**src/rtl/cam_rw.sv**
```systemverilog
`default_nettype none
// ============================================================================
// Module   : cam_rw
// Brief    : Writable CAM with per-entry valid bits, registered priority search,
//            multi-hit flag and occupancy status. Optional masked search is
//            enabled by defining CAM_RW_SEARCH_MASK_EN.
// Revision : 1.0
// ============================================================================
module cam_rw #(
    parameter int DATA_WIDTH = 16,
    parameter int ADDR_WIDTH = 4,
    parameter int DEPTH      = 1 << ADDR_WIDTH
) (
    input  logic                  clk,
    input  logic                  reset,
    input  logic                  clear_all,
    input  logic                  wr_en,
    input  logic [ADDR_WIDTH-1:0] wr_addr,
    input  logic [DATA_WIDTH-1:0] wr_data,
    input  logic                  inv_en,
    input  logic [ADDR_WIDTH-1:0] inv_addr,
    input  logic                  search_en,
    input  logic [DATA_WIDTH-1:0] search_key,
`ifdef CAM_RW_SEARCH_MASK_EN
    input  logic [DATA_WIDTH-1:0] search_mask,
`endif
    output logic                  search_done,
    output logic                  search_hit,
    output logic [ADDR_WIDTH-1:0] search_addr,
    output logic                  search_multi,
    output logic [ADDR_WIDTH-1:0] free_addr,
    output logic                  full,
    output logic [ADDR_WIDTH:0]   count
);

    localparam logic [ADDR_WIDTH:0] c_DEPTH = (ADDR_WIDTH+1)'(DEPTH);

    logic [DATA_WIDTH-1:0] r_data [DEPTH];
    logic [DEPTH-1:0]      r_valid;
    logic [ADDR_WIDTH:0]   r_count;
    logic                  r_full;
    logic [ADDR_WIDTH-1:0] r_free_addr;
    logic                  r_done;
    logic                  r_hit;
    logic [ADDR_WIDTH-1:0] r_hit_addr;
    logic                  r_multi;

    logic [DATA_WIDTH-1:0] w_mask;
    logic [DEPTH-1:0]      w_match;
    logic [DEPTH-1:0]      w_wr_sel;
    logic [DEPTH-1:0]      w_inv_sel;
    logic [DEPTH-1:0]      w_valid_next;
    logic                  w_inc;
    logic                  w_dec;
    logic [ADDR_WIDTH:0]   w_count_next;
    logic                  w_hit;
    logic                  w_multi;
    logic [ADDR_WIDTH-1:0] w_hit_addr;
    logic                  w_free_found;
    logic [ADDR_WIDTH-1:0] w_free_addr;

`ifdef CAM_RW_SEARCH_MASK_EN
    assign w_mask = search_mask;
`else
    assign w_mask = '1;
`endif

    // Address decode per entry; indices >= DEPTH match no entry and are ignored.
    genvar gi;
    generate
        for (gi = 0; gi < DEPTH; gi++) begin : g_entry
            assign w_match[gi]   = r_valid[gi] && (((r_data[gi] ^ search_key) & w_mask) == '0);
            assign w_wr_sel[gi]  = wr_en  && (wr_addr  == ADDR_WIDTH'(gi));
            assign w_inv_sel[gi] = inv_en && (inv_addr == ADDR_WIDTH'(gi));

            always_ff @(posedge clk) begin
                if (!reset && !clear_all && w_wr_sel[gi]) begin
                    r_data[gi] <= wr_data;
                end
            end
        end
    endgenerate

    // Write wins over invalidate on the same entry.
    assign w_valid_next = clear_all ? '0 : ((r_valid & ~w_inv_sel) | w_wr_sel);
    assign w_inc        = |(w_wr_sel & ~r_valid);
    assign w_dec        = |(w_inv_sel & r_valid & ~w_wr_sel);
    assign w_count_next = clear_all ? '0
                        : (r_count + {{ADDR_WIDTH{1'b0}}, w_inc} - {{ADDR_WIDTH{1'b0}}, w_dec});

    always_comb begin
        w_hit        = 1'b0;
        w_multi      = 1'b0;
        w_hit_addr   = '0;
        w_free_found = 1'b0;
        w_free_addr  = '0;
        for (int i = 0; i < DEPTH; i++) begin
            if (w_match[i]) begin
                if (w_hit) begin
                    w_multi = 1'b1;
                end else begin
                    w_hit      = 1'b1;
                    w_hit_addr = ADDR_WIDTH'(i);
                end
            end
            if (!w_valid_next[i] && !w_free_found) begin
                w_free_found = 1'b1;
                w_free_addr  = ADDR_WIDTH'(i);
            end
        end
    end

    always_ff @(posedge clk) begin
        if (reset) begin
            r_valid     <= '0;
            r_count     <= '0;
            r_full      <= 1'b0;
            r_free_addr <= '0;
        end else begin
            r_valid     <= w_valid_next;
            r_count     <= w_count_next;
            r_full      <= (w_count_next == c_DEPTH);
            r_free_addr <= w_free_addr;
        end
    end

    // Search sees pre-edge contents; results hold while idle.
    always_ff @(posedge clk) begin
        if (reset) begin
            r_done     <= 1'b0;
            r_hit      <= 1'b0;
            r_hit_addr <= '0;
            r_multi    <= 1'b0;
        end else if (search_en) begin
            r_done     <= 1'b1;
            r_hit      <= w_hit;
            r_hit_addr <= w_hit_addr;
            r_multi    <= w_multi;
        end else begin
            r_done     <= 1'b0;
        end
    end

    assign search_done  = r_done;
    assign search_hit   = r_hit;
    assign search_addr  = r_hit_addr;
    assign search_multi = r_multi;
    assign free_addr    = r_free_addr;
    assign full         = r_full;
    assign count        = r_count;

endmodule
`default_nettype wire

```
**config.mk**
```make
export PLATFORM = sky130hd
export DESIGN_NAME = cam_rw
export DESIGN_NICKNAME = d
export VERILOG_FILES = /design/src/rtl/cam_rw.sv
export SDC_FILE = /design/constraint.sdc
export NUM_CORES = 1
export LEC_CHECK = 0
export ABC_CLOCK_PERIOD_IN_PS = 3750
export CORE_MARGIN = 1
export CORE_UTILIZATION = 41
export DETAILED_ROUTE_END_ITERATION = 10
export GPL_TIMING_DRIVEN = 0
export SYNTH_ARGS = -nofsm -noshare
export SYNTH_HDL_FRONTEND = slang
export SYNTH_SLANG_ARGS = --single-unit
```
**constraint.sdc**
```tcl
create_clock -name clk -period 3.75 [get_ports clk]
set_input_delay 0.75 -clock clk [delete_from_list [all_inputs] [get_ports clk]]
set_output_delay 0.75 -clock clk [all_outputs]
set_load 0.03 [all_outputs]
```
# [After elaboration in Yosys (flattened, before gate mapping)]
# Memories as Yosys holds them, arrays and structs flattened.
# Index checks and enable logic that the tools add are counted.
# Widths: inputs -> output; s select.
[word_totals] register_bits=33 word_cells=398 ramBits=256 out_inout_bits=17 n_memories=1 inputBits=46
[classes] n_reduce_logical=146 bitwise_logic=24 eq_ne=31 n_addsub=2 mux=186
[memory_table] name="r_data" depth=16 word_bits=16 rd=16 rd_clocked_by_memory_dff=0 write_ports=1 line="38" text="logic [DATA_WIDTH-1:0] r_data [DEPTH];"
[op_table] operator="$reduce_or 16->1" count=17
[op_table] operator="$logic_not 16->1" count=16
[op_table] operator="$mux 16" count=16
[op_table] operator="$xor 16x16->16" count=16
[op_table] operator="$mux 4" count=57
[op_table] operator="$mux 1" count=112
[op_table] operator="$logic_and 1x1->1" count=80
[op_table] operator="$and 16x16->16" count=4
[op_table] operator="$eq 4x4->1 const B" count=16
[op_table] operator="$not 16->16" count=3
[op_table] operator="$eq 4x3->1 const B" count=8
[op_table] operator="$logic_not 1->1" count=31
[op_table] operator="$eq 4x2->1 const B" count=4
[op_table] operator="$or 16x16->16" count=1
[op_table] operator="$eq 4x1->1 const B" count=2
[op_table] operator="$logic_not 4->1" count=2
[op_table] operator="$add 5x1->5" count=1
[op_table] operator="$eq 5x5->1 const B" count=1
[op_table] operator="$mux 5" count=1
[op_table] operator="$sub 5x1->5" count=1

# [Depth between registers and ports, before layout]
[depth] depth_word=51 depth_mapped=18 mapped_depth_nobuf=17

# [Worst setup path after synthesis]
# OpenSTA, ideal clock, no wires.
[synth_timing] path_kind="input to register" start="input port wr_addr[1]" end="register r_full (netlist: full)" path_slack_ps=-257 required_time_ps=3685 path_buffers=1 cell_stages=15 t_arrival_ps=3942 setup_time_ps=65 path_cell_list="buf_6 nor2b_4 a22oi_1 nor2b_1 or4_1 nor4_1 ha_1 inv_1 ha_1 fa_1 a21o_1 a21oi_1 xnor2_1 or4b_2 nor2_1"
[synth_between] elab_chain_len=8 elab_cells_between_ends=41 classes_between="2 x add/sub; 16 x eq/ne; 1 x mux; 3 x bitwise; 19 x reduce/logical"
[synth_lines] item="start: declaration" line="18" text="input logic [ADDR_WIDTH-1:0] wr_addr,"
[synth_lines] item="$eq 4x1->1, or another cell as far along" line="73" text="assign w_wr_sel[gi] = wr_en && (wr_addr == ADDR_WIDTH'(gi));"
[synth_lines] item="$logic_and 1x1->1" line="73"
[synth_lines] item="$and 16x16->16 or $not 16->16 (tied branches)" line="86, 87"
[synth_lines] item="$reduce_or 16->1 or $and 16x16->16 (tied branches)" line="86, 87"
[synth_lines] item="$add 5x1->5 or $reduce_or 16->1 (tied branches)" line="89, 87"
[synth_lines] item="$sub 5x1->5 (*)" line="89" text=": (r_count + {{ADDR_WIDTH{1'b0}}, w_inc} - {{ADDR_WIDTH{1'b0}}, w_dec});"
[synth_lines] item="$mux 5 (*)" line="88" text="assign w_count_next = clear_all ? '0"
[synth_lines] item="$eq 5x5->1 (*)" line="122" text="r_full <= (w_count_next == c_DEPTH);"
[synth_lines] item="end signal: assignment" line="122"
[synth_lines] item="end: declaration" line="41" text="logic r_full;"
# Mark *: on every way between the ends. The rest lies on a longest branch, timed or not.
# A chain may end at the register's enable or synchronous reset.

# [Worst setup path in the final report]
[layout_timing] start="input port wr_en" end="register r_full (netlist: full)"
[layout_between] elab_chain_len=7 elab_cells_between_ends=25 classes_between="2 x add/sub; 1 x eq/ne; 1 x mux; 3 x bitwise; 18 x reduce/logical"
[layout_lines] item="start: declaration" line="17" text="input logic wr_en,"
[layout_lines] item="$logic_and 1x1->1" line="73"
[layout_lines] item="$and 16x16->16 or $not 16->16 (tied branches)" line="86, 87"
[layout_lines] item="$reduce_or 16->1 or $and 16x16->16 (tied branches)" line="86, 87"
[layout_lines] item="$add 5x1->5 or $reduce_or 16->1 (tied branches)" line="89, 87"
[layout_lines] item="$sub 5x1->5 (*)" line="89"
[layout_lines] item="$mux 5 (*)" line="88"
[layout_lines] item="$eq 5x5->1 (*)" line="122"
# Marks and branches as above.

==> impl_results.md <==
- Worst endpoint data arrival time: just over 4 ns
- Starting density of the core: 0.421
- Commonest non-fill, non-tap cell in the layout: edfxtp_1
- Total number of vias: 8,279
- Synth Area in Simple Gates: 0.118
- Primary FF master, synth: edfxtp_1
- Core area: 31,800 um2
- CTS tree: yes
- Die span in y: around 180 um
- Critical path class: primary input to flop
- Detail Route Antenna Nets: 0
- Synth Area in Compound Gates: 0.0470
- GRT Residual Overflow: 0
- Worst slew pin tran: roughly 1.2 ns
- Final Cell Area: between 15,000 and 20,000 um2
- Max rail drop VDD: 0.000333 V
- CTS Sinks: about 290
- Worst r2r src: r_valid[15]
- Hold Crit Class: flop to flop
- Hold Vio Cnt, Final: 0
- H-tree lvl count: 1
- Switching share of power: 0.232
- PwrDens: approximately 440 nW/um2
- Critical R2R Capture: full
- Setup crit start kind: primary input
- Antenna violations before repair: 1
- Total track usage: 0.224
- Placed cell area: between 10,000 and 15,000 um2
- Total Wirelength: 36.8 mm
- Share of the synthesized area in the top cell type: 0.574
- Crit path capture type: flop
- Root buf cell: clkbuf_16
- Placed insts: about 1,500
- Worst-Skew Late Latency: slightly below 0.6 ns
- Fin crit share: 0.969
- Int Power: between 5 and 6 mW
- Synth Register Bits: between 200 and 300
- Detailed Routing Iterations Pass 1: 5
- Area growth syn-to-layout: 16.1%
- Post-synth EDFFs: 256
- Clk pwr share: 0.402
- Critical path required time: approximately 4.3 ns
- Ys async rst share: 0
- DIE WIDTH: about 180 um
- CTS hold repair buffers: 0
- Comb pwr share: 0.078
- Max_slew headroom: 0.226
- CP startpoint: wr_en
- Largest cells by area after synthesis: edfxtp_1 57%, xor2_1 12%, xnor2_1 5.1%
- Static Leak: around 5.3 nW
- MaxCap Viol Count: 0
- Psw: approximately 1.6 mW
- Fmax: 0.275 GHz
- Number of global-route vias before repair: 7,847
- Seq pwr share: 0.519
- DPL Wire Length: 23.8 mm
- Largest net degree at the start of global routing: 17
- Antenna fix cells: 0
- Num CTS Buffers: 31
- Sequential fraction of the synthesis area: 0.624
- Initial DRC Count: about 740
- Layout cell share with drive strength beyond 1: 0.141
- Net count after synthesis: 1,029
- Final setup violation count: 0
- Slew Viols, Final: 0
- Non-filler cells, final: between 1,500 and 2,000
- Synth cell types: 73
- DRC errors left: 0
- Adder-cell area share of the yosys netlist: 0.00617
- Post-Syn Area per Cell: between 10 and 15 um2
- Most frequent cells in the layout: 256 x edfxtp_1, 182 x xor2_1, 78 x xnor2_1
- Mux share of post-synthesis cell area: 0.000748
- Reg-to-reg slack, setup: 0.34 ns
- IO Count: 63
- Final net count: ~1,100
- Cells after Synth: between 900 and 1,000
- Final min period: 3.63 ns
- DR WL/cell: 24.0 um
- Worst Reg2Reg Path Length in Cells: 14
- Die footprint: roughly 33,000 um2
- Post-synthesis cell area: between 10,000 and 15,000 um2
- Status: finished, final reports clean
- PortBufs: 44
- GP Congestion: 0.909
- CP max FO: 6
- First-pass GRT wire length: between 50 and 60 mm
- Largest family of logic cells by synthesized area: XOR/XNOR gates
- Capture point of the worst path: full
- XOR/XNOR Fraction of Synth Area: 0.170
- Reg clk slew, reported paths: about 0.060 ns
- Core Rows: 65
- Synth warnings: 0
- Layout Skew: 0.0136 ns
- Vias per std cell: roughly 5.4
- Post-synth top area cell: edfxtp_1
- CTS Buffer Depth: 3
metrics by stage:
step / hold WS [ns] / power, mW / util / setup WS [ns] / setup TNS, ns
2_1_floorplan: 0.494 / 3.90 / - / 0.108 / 0
3_3_place_gp: 0.454 / 4.12 / 0.452 / -0.904 / -2.29
3_5_place_dp: 0.459 / 4.12 / 0.455 / -0.930 / -2.28
4_1_cts: 0.470 / 6.86 / 0.488 / 0.0144 / 0
5_1_grt: 0.510 / 7.01 / 0.489 / -0.0108 / -0.0108
6_report: 0.466 / 6.82 / 0.489 / 0.116 / 0
how the worst min path moves through the flow:
stage | startpoint | end | slack [ns] | depth (start not counted)
6_report | search_addr[3] | search_addr[3] | 0.47 | 2
5_1_grt | search_addr[3] | search_addr[3] | 0.51 | 2
4_1_cts | search_addr[3] | search_addr[3] | 0.47 | 2
3_5_place_dp | search_addr[3] | search_addr[3] | 0.46 | 2
3_3_place_gp | search_addr[3] | search_addr[3] | 0.45 | 2
2_1_floorplan | r_valid[0] | r_valid[0] | 0.49 | 2
cells by family after synthesis:
kind of cell    count (synthesis)
flops                         289
simple gates                  266
xor+xnor                      260
compound gates                 97
buf+inv                        58
fa+ha+maj                       6
mux                             1
layout make-up:
type	count	area [um2]
clock inverters	16	87.6
flip-flops and latches	289	8350
well taps	435	544
fillers	2737	16300
multi-input cells	630	4690
plain buffers	46	420
clock buffers	38	802
repair buffers	65	608
inverters	12	45.0
power by group through the flow:
stage          Combinational (mW)  Sequential (mW)  Clock [mW]
6_report                    0.534             3.54        2.75
3_3_place_gp                0.509             3.61           0
2_1_floorplan               0.282             3.62           0
5_1_grt                     0.568             3.54        2.90
4_1_cts                     0.529             3.54        2.79
3_5_place_dp                0.512             3.61           0
metal layers:
| layer | wire (um) | track usage | up-vias |
|---|---|---|---|
| li1 | - | - | 3759 |
| met1 | 16500 | 0.313 | 4140 |
| met2 | 16600 | 0.354 | 323 |
| met3 | 2580 | 0.0437 | 57 |
| met4 | 1090 | 0.0669 | 0 |
| met5 | 0 | 0 | - |
critical path, cell delays in order:
cell	delay [ns]
dlygate4sd2_1	0.26
and3b_1	0.18
buf_6	0.15
nand2_4	0.07
buf_4	0.15
o22ai_2	0.09
or4_4	0.50
nor4_4	0.20
ha_1	0.17
inv_1	0.04
ha_2	0.18
fa_2	0.37
a21o_1	0.18
a21oi_2	0.13
xnor2_1	0.14
or4b_4	0.47
nor2_1	0.11
state kept, by name, indices dropped and copies added (netlist names):
name          flops
r_data          256
r_valid          16
count             5
free_addr         4
search_addr       4
full              1
search_done       1
search_hit        1
search_multi      1
Yosys cell counts (8+ instances only):
| library cell | number |
|---|---|
| nand2_1 | 35 |
| clkbuf_1 | 8 |
| o21ai_0 | 18 |
| nor3_1 | 16 |
| edfxtp_1 | 256 |
| xnor2_1 | 78 |
| nor2_1 | 51 |
| nand3_1 | 24 |
| a21oi_1 | 26 |
| nor2b_1 | 9 |
| buf_4 | 11 |
| inv_1 | 12 |
| xor2_1 | 182 |
| and3_1 | 15 |
| nand4_1 | 24 |
| dfxtp_1 | 33 |
| nor4_1 | 42 |
| buf_6 | 24 |
repair_timing:
item                       4_1_cts  5_1_grt
pin swaps                       16        6
buffers inserted                12        3
resized for setup               22       12
setup endpoints to repair        1        1
Note: power is estimated with default switching activity, not from simulation.
==> RTL change: new RTL, config.mk and constraints unchanged <==
The option `CAM_RW_SEARCH_MASK_EN` is turned on by a define.
--- a/src/rtl/cam_rw.sv
+++ b/src/rtl/cam_rw.sv
@@ -7,4 +7,6 @@
 // Revision : 1.0
 // ============================================================================
+`define CAM_RW_SEARCH_MASK_EN
+
 module cam_rw #(
     parameter int DATA_WIDTH = 16,
Interface: changed (added search_mask); port bits go from 63 to 79. The function was not compared with the original's and may differ.
==> RTL change against the unedited design <==
Sequential power barely moved; sequential cell count is the same; worst setup slack got worse by 0.015 ns; final area increased by 4.5%; critical path type unchanged; area after synthesis rose by 4.7%; highest routed layer unchanged; wire length rose by 18%; critical endpoint unchanged; utilization fell by 0.55 points; power is 3.1% higher; via count is 12% higher.
==> RTL change: results (changes against the unedited design) <==
- Routed WL: 43.6 mm (was 36.8 mm)
- Multi-input gate share of total cell area: 0.326 (was 0.302)
- Compound-Gate Fraction of Synth Area: 0.112 (was 0.0470)
- Fill count: 3006 (was 2737)
- Share of cells above drive strength 1: 0.115 (was 0.141)
- Logic inverters: 14 (was 12)
- Adder-cell share of the synthesized area: 0.00741 (was 0.00617)
- XOR/XNOR Fraction of Synth Area: 0.162 (was 0.170)
- Rows: 67 (was 65)
- Yosys cell types: 60 (was 73)
- Post_cts resized: 11 (was 22)
- Bufs w/o clock: 130 (was 111)
- Vias: 9290 (was 8279)
- #MultiIn Comb: 711 (was 630)
- Crit-path max FO: 5 (was 6)
- Syn Inst Count: 1085 (was 977)
- Status: complete, no violations (unchanged)
- Crit-path max cell delay: 0.59 ns (was 0.50 ns)
- Routed WL per cell: 26.4 um (was 24.0 um)
- Final RePlAce weighted congestion: 0.916 (was 0.909)
- First-pass GRT wire length: 62.5 mm (was 53.4 mm)
- Initial drt markers: 990 (was 739)
- Register area share after synthesis: 0.596 (was 0.624)
- Hpwl dp: 29.9 mm (was 23.8 mm)
- Initial antenna violation count: 0 (was 1)
- Total Nets Final: 1245 (was 1127)
- Synth cell count leaders: xor2_1, edfxtp_1, a22oi_1 (was edfxtp_1, xor2_1, xnor2_1)
- Placed insts: 1589 (was 1462)
- Leakage Power: 5.54 nW (was 5.30 nW)
- VDD IR max: 332 uV (was 333 uV)
- Synth top area cells: edfxtp_1, xor2_1, a22oi_1 (was edfxtp_1, xor2_1, xnor2_1)
- Skew final: 0.0127 ns (was 0.0136 ns)
- Relative slew slack: 0.309 (was 0.226)
[RTL change: cell types whose count changed in the layout (fill, tap and decap cells not counted), moves of 13 or more]
cell,change
clkbuf_1,+26
buf_2,+13
buf_4,-19
nand4_1,+16
xor2_1,+76
xnor2_1,-76
and3_1,-13
nand2_1,+32
a22oi_1,+100
nor4_1,-34
[RTL change: routing by layer]
| layer | vias up | global-route usage | wire length (um) |
|---|---|---|---|
| met5 | - | 0 | 0 |
| met4 | 0 | 0.0769 | 1190 |
| met3 | 64 | 0.0300 | 2600 |
| met2 | 371 | 0.400 | 20300 |
| met1 | 4677 | 0.350 | 19500 |
| li1 | 4178 | - | - |
[RTL change: worst paths after layout]
path                  start              to  slack, ns  cells past startpoint
max reg2reg     r_valid[11]            full       0.63                     12
min reg2reg  search_addr[3]  search_addr[3]       0.49                      2
min          search_addr[3]  search_addr[3]       0.49                      2
max                   wr_en            full       0.10                     15
